### config.mk
export PLATFORM = sky130hd
export DESIGN_NAME = fetch_queue
export DESIGN_NICKNAME = d
export VERILOG_FILES = /design/src/rtl/fetch_queue.sv
export SDC_FILE = /design/constraint.sdc
export NUM_CORES = 1
export LEC_CHECK = 0
export ABC_CLOCK_PERIOD_IN_PS = 10830
export BUFFER_PORTS_ARGS = -buffer_cell sky130_fd_sc_hd__buf_2
export CORE_ASPECT_RATIO = 1.1
export CORE_MARGIN = 2
export CORE_UTILIZATION = 30
export DETAILED_ROUTE_END_ITERATION = 6
export GPL_TIMING_DRIVEN = 1
export PLACE_DENSITY = 0.48
export SLEW_MARGIN = 20
export SYNTH_ARGS = -nofsm -noshare
export SYNTH_HDL_FRONTEND = slang
export SYNTH_SLANG_ARGS = --single-unit
export TNS_END_PERCENT = 20
### constraint.sdc
create_clock -name clk -period 10.83 [get_ports clk]
set_input_delay 1.083 -clock clk [delete_from_list [all_inputs] [get_ports clk]]
set_output_delay 1.083 -clock clk [all_outputs]
set_load 0.03 [all_outputs]
### src/rtl/fetch_queue.sv
// Fetch stage: issues word fetches over a req/drdy handshake and buffers {pc, instr} in a DEPTH-entry FIFO for decode.
// Optional macro FETCH_QUEUE_PERF_EN adds perf_fetched, perf_stall_full and perf_discard counters.
module fetch_queue #(
  parameter int              XLEN     = 32,
  parameter int              DEPTH    = 4,
  parameter int              PC_STEP  = 1,
  parameter logic [XLEN-1:0] RESET_PC = '0
) (
  input  logic            clk,
  input  logic            rst,
  input  logic            redirect_valid,
  input  logic [XLEN-1:0] redirect_pc,
  output logic            imem_req,
  output logic [XLEN-1:0] imem_addr,
  input  logic            imem_drdy,
  input  logic [XLEN-1:0] imem_rdata,
  output logic            dec_valid,
  input  logic            dec_ready,
  output logic [XLEN-1:0] dec_instr,
  output logic [XLEN-1:0] dec_pc
`ifdef FETCH_QUEUE_PERF_EN
  ,
  output logic [31:0]     perf_fetched,
  output logic [31:0]     perf_stall_full,
  output logic [31:0]     perf_discard
`endif
);

  localparam int              AW      = $clog2(DEPTH);
  localparam int              CW      = AW + 1;
  localparam logic [CW-1:0]   DEPTH_C = CW'(DEPTH);
  localparam logic [XLEN-1:0] STEP    = XLEN'(PC_STEP);

  typedef enum logic [1:0] {IDLE, REQ, DISCARD} state_t;

  state_t          state_q, state_d;
  logic [XLEN-1:0] fetch_pc_q, fetch_pc_d;
  logic [XLEN-1:0] addr_q, addr_d;
  logic [CW-1:0]   count_q, count_d, count_after_push;
  logic [AW-1:0]   wr_ptr, rd_ptr;
  logic [XLEN-1:0] mem_instr [DEPTH];
  logic [XLEN-1:0] mem_pc    [DEPTH];
  logic            push, pop;

  assign imem_req         = (state_q != IDLE);
  assign imem_addr        = addr_q;
  assign dec_valid        = (count_q != '0);
  assign dec_instr        = dec_valid ? mem_instr[rd_ptr] : '0;
  assign dec_pc           = dec_valid ? mem_pc[rd_ptr] : '0;
  assign pop              = dec_valid && dec_ready && !redirect_valid;
  assign count_after_push = count_q + CW'(1) - CW'(pop);

  // A request is only kept outstanding while a free slot is guaranteed for its response.
  always_comb begin
    state_d    = state_q;
    fetch_pc_d = fetch_pc_q;
    addr_d     = addr_q;
    push       = 1'b0;
    case (state_q)
      IDLE: begin
        if (redirect_valid) begin
          state_d    = REQ;
          fetch_pc_d = redirect_pc;
          addr_d     = redirect_pc;
        end else if (count_q < DEPTH_C) begin
          state_d = REQ;
          addr_d  = fetch_pc_q;
        end
      end
      REQ: begin
        if (redirect_valid) begin
          fetch_pc_d = redirect_pc;
          if (imem_drdy) addr_d = redirect_pc;
          else           state_d = DISCARD;
        end else if (imem_drdy) begin
          push       = 1'b1;
          fetch_pc_d = fetch_pc_q + STEP;
          if (count_after_push < DEPTH_C) addr_d = fetch_pc_q + STEP;
          else                            state_d = IDLE;
        end
      end
      DISCARD: begin
        if (redirect_valid) begin
          fetch_pc_d = redirect_pc;
        end else if (imem_drdy) begin
          state_d = REQ;
          addr_d  = fetch_pc_q;
        end
      end
      default: state_d = IDLE;
    endcase
  end

  always_comb begin
    count_d = count_q + CW'(push) - CW'(pop);
    if (redirect_valid) count_d = '0;
  end

  always_ff @(posedge clk) begin
    if (rst) begin
      state_q    <= IDLE;
      fetch_pc_q <= RESET_PC;
      addr_q     <= RESET_PC;
      count_q    <= '0;
      wr_ptr     <= '0;
      rd_ptr     <= '0;
    end else begin
      state_q    <= state_d;
      fetch_pc_q <= fetch_pc_d;
      addr_q     <= addr_d;
      count_q    <= count_d;
      if (redirect_valid) begin
        rd_ptr <= wr_ptr;
      end else begin
        if (push) wr_ptr <= wr_ptr + AW'(1);
        if (pop)  rd_ptr <= rd_ptr + AW'(1);
      end
    end
  end

  always_ff @(posedge clk) begin
    if (push) begin
      mem_instr[wr_ptr] <= imem_rdata;
      mem_pc[wr_ptr]    <= fetch_pc_q;
    end
  end

`ifdef FETCH_QUEUE_PERF_EN
  // Any response that arrives without being pushed was dropped by a redirect.
  logic drop;
  assign drop = imem_req && imem_drdy && !push;

  always_ff @(posedge clk) begin
    if (rst) begin
      perf_fetched    <= '0;
      perf_stall_full <= '0;
      perf_discard    <= '0;
    end else begin
      if (push) perf_fetched <= perf_fetched + 32'd1;
      if (state_q == IDLE && count_q == DEPTH_C) perf_stall_full <= perf_stall_full + 32'd1;
      if (drop) perf_discard <= perf_discard + 32'd1;
    end
  end
`endif

endmodule

==> results_dict.tcl <==
set metrics [dict create \
    cp.arrival_ps 3040 \
    clock.fmax_mhz 242 \
    ant_nets 0 \
    cts_setup_buffers 0 \
    fin_nets 1279 \
    cts_root_buffer "clkbuf_16" \
    hold_path_depth 2 \
    dieArea_um2 50700 \
    status "finished clean" \
    synth-seq-area-share_pct 62.7 \
    viasPerCell 5.14 \
    fin_crit_sh_pct 38.1 \
    fillers 4683 \
    cts_buffers 38 \
    cp_cell_sequence "buf_4 > mux4_2 > and2_1 > buf_2" \
    grt_max_degree 68 \
    drt-pass1-iter-count 5 \
    initial_core_util_pct 30.5 \
    synth_edf_count 256 \
    synth_nets 1138 \
    antenna_found_initial 2 \
    crit_path_top_delay_cell "buf_4" \
    wl_per_cell_um 22.3 \
    worst_pin_slew_ps 1070 \
    vias 9619 \
    seq_area_um2 9200 \
    ctsHtreeMaxLevel 2 \
    fin_skew_ps 12.6 \
    ioPinCount 167 \
    whs_endpoint "imem_addr[5]$_SDFFE_PP0P_" \
    grt_pass1_vias 9406 \
    routed_wl_mm 41.8 \
    maxCapViolCount 0 \
    start_kind "flop" \
    synth_ff_type "edfxtp_1" \
    layout_min_cycle_time_ps 4130 \
    synth_cell_types 74 \
    required_ps 9750 \
    rsz0062_at_grt "no" \
    hold_buffers 0 \
    die_w_um 215 \
    die_y_um 236 \
    crit_type "reg -> out" \
    grt_pass1_wl_mm 62.1 \
    ctsLongestPathBuffers 3 \
    place.gp.congestion 0.780 \
    drv_slew 0 \
    tritoncts "done" \
    reg2reg_to "imem_addr[14]$_SDFFE_PP0P_" \
    critPathMaxFanout 41 \
    yosysWarnings 0 \
    ys_seq_elements 331 \
    relSlewSlack_pct 28.5 \
    stdcell_count 1871 \
    reg2reg_from "state_q[0]$_SDFFE_PP0P_" \
    ir_drop_v 0.000103 \
    drive_above_1_share_pct 26.9 \
    multi_input_area_um2 5120 \
    syn_avg_cell_area_um2 13.9 \
    async_flop_share_pct 0 \
    dp_hpwl_mm 26.0 \
    clkLatencyLatePin_ps 550 \
    final-hold-violation-count 0 \
    groute.usage.overall_pct 16.3 \
    io_buffers 166 \
    max_stage_delay_ps 760 \
    area_delta_synth_final_pct 18.4 \
    timing.setup.tns_ps 0 \
    p_leak_nw 6.20 \
    grt_remaining_overflow 0 \
    num_rows 84 \
    reg2reg_slack_ps 7140 \
    post_cts_resized 0 \
    drc 0 \
    core_area_um2 48000 \
    setup_violations 0 \
    first_iter_violations 697 \
    syn_area_um2 14700 \
    utilization_pct 36.1 \
    synthesis.instances 1057 \
    crit_path_end_kind "output port" \
    placed_cells_incl_taps 1803 \
    cts.clk_slew.worst_paths_ps 60 \
    path_buf_inv 2 \
    clock-sinks 331 \
    critPathTopFamily "buffers and inverters" \
    p_per_area_nw_per_um2 186 \
    r2r_cells 7 \
    hold_class "reg -> reg" \
    min-delay-start "imem_addr[5]$_SDFFE_PP0P_" \
]
## worst max-delay path by stage
stage                                       to  slack [ps]  depth (start not counted)
floorplan            mem_instr[0][0]$_DFFE_PP_        7120                          4
global placement    imem_addr[11]$_SDFFE_PP0P_        6350                          8
detailed placement  imem_addr[14]$_SDFFE_PP0P_        6290                          8
CTS                                 dec_pc[21]        6530                          4
global route                        dec_pc[24]        6400                          4
finish                              dec_pc[17]        6700                          4
## synth_stat cells, types with 5 or more instances
cell type	instances	share of area, %
buf_2	8	0.27
dfxtp_1	75	10
a221oi_1	17	1.0
o21ai_0	49	1.7
o41ai_1	5	0.30
and2_1	72	3.1
a22oi_1	18	0.92
nand2_1	64	1.6
nor4_1	8	0.34
and3_1	12	0.51
edfxtp_1	256	52
nand2b_1	9	0.38
a21o_1	5	0.26
nand3_1	15	0.51
mux4_2	64	9.8
nor2_1	65	1.7
buf_1	12	0.31
a2111oi_0	8	0.48
clkbuf_1	59	1.5
a22o_1	8	0.48
xor2_1	7	0.42
o31ai_1	10	0.51
ha_1	11	0.94
nor3_1	15	0.51
a31oi_1	11	0.47
a211oi_1	6	0.31
inv_1	18	0.46
mux2i_1	7	0.48
xnor2_1	15	0.90
a21oi_1	40	1.4
o211ai_1	8	0.41
## metal layers
layer | share of wire, % | vias to the layer above | track usage [%]
li1 | - | 4390 | -
met4 | 2.6 | 0 | 4.69
met2 | 48 | 326 | 26.9
met1 | 43 | 4830 | 21.7
met5 | 0 | - | 0
met3 | 6.3 | 73 | 3.44
## power breakdown
| group | switching (mW) | internal, mW | total [mW] |
|---|---|---|---|
| combinational | 0.284 | 0.160 | 0.444 |
| sequential | 0.0816 | 1.43 | 1.52 |
| clock | 0.511 | 0.759 | 1.27 |
| total | 0.877 | 2.35 | 3.23 |
## cells by family after synthesis
| family | count (synthesis) | share of synthesized area (%) |
|---|---|---|
| AO/OA/AOI/OAI | 225 | 10.8 |
| XOR/XNOR | 22 | 1.31 |
| adder cells (fa/ha/maj) | 12 | 1.08 |
| buffers and inverters | 101 | 2.74 |
| flip-flops | 331 | 62.7 |
| multiplexers | 73 | 10.5 |
| AND/OR/NAND/NOR | 293 | 10.9 |
## per-stage QoR
step	hold WS, ps	area (um^2)	power, mW	setup slack, ps
CTS	465	17400	3.28	6530
global placement	444	16100	1.99	6350
floorplan	455	14700	1.82	7120
detailed placement	449	16100	1.99	6290
global route	498	17400	3.36	6400
finish	466	17400	3.23	6700
## layout make-up
cell class,instances,area share [%]
Tap cell,645,4.65
Antenna cell,1,0.0144
Timing Repair Buffer,183,5.52
Clock inverter,16,1.10
Inverter,19,0.411
Sequential cell,331,53.0
Multi-Input combinational cell,625,29.5
Clock buffer,51,5.88
## tightest hold or removal path: cells and delay by family, from the launching register on
kind	cells	cell delay [ps]
flip-flops	1	310
AO/OA/AOI/OAI	1	50
AND/OR/NAND/NOR	1	50
## flip-flops by register name, summed over array words and instances (netlist names), named ones only
signal / flops
count_q: 3
fetch_pc_q: 32
imem_addr: 32
mem_instr: 128
mem_pc: 128
rd_ptr: 2
state_q: 2
wr_ptr: 2
## placed cells by master, fill, tap and decap left out, drive strengths merged, types with 5 or more instances in the layout
| cell type | synthesis | layout |
|---|---|---|
| a2111oi | 11 | 11 |
| a211oi | 6 | 6 |
| a21o | 5 | 5 |
| a21oi | 40 | 40 |
| a221oi | 17 | 17 |
| a22o | 8 | 8 |
| a22oi | 18 | 18 |
| a31oi | 11 | 11 |
| and2 | 73 | 73 |
| and3 | 12 | 12 |
| buf | 22 | 183 |
| clkbuf | 60 | 51 |
| clkinv | 1 | 9 |
| dfxtp | 75 | 75 |
| edfxtp | 256 | 256 |
| ha | 11 | 11 |
| inv | 18 | 20 |
| mux2i | 7 | 7 |
| mux4 | 64 | 64 |
| nand2 | 64 | 64 |
| nand2b | 9 | 9 |
| nand3 | 16 | 16 |
| nand4 | 6 | 6 |
| nor2 | 66 | 66 |
| nor3 | 16 | 16 |
| nor4 | 12 | 12 |
| o211ai | 8 | 8 |
| o21ai | 49 | 49 |
| o31ai | 10 | 10 |
| o41ai | 6 | 6 |
| or3 | 5 | 5 |
| xnor2 | 15 | 15 |
| xor2 | 7 | 7 |
No activity file was read; power rests on OpenSTA's default activity.
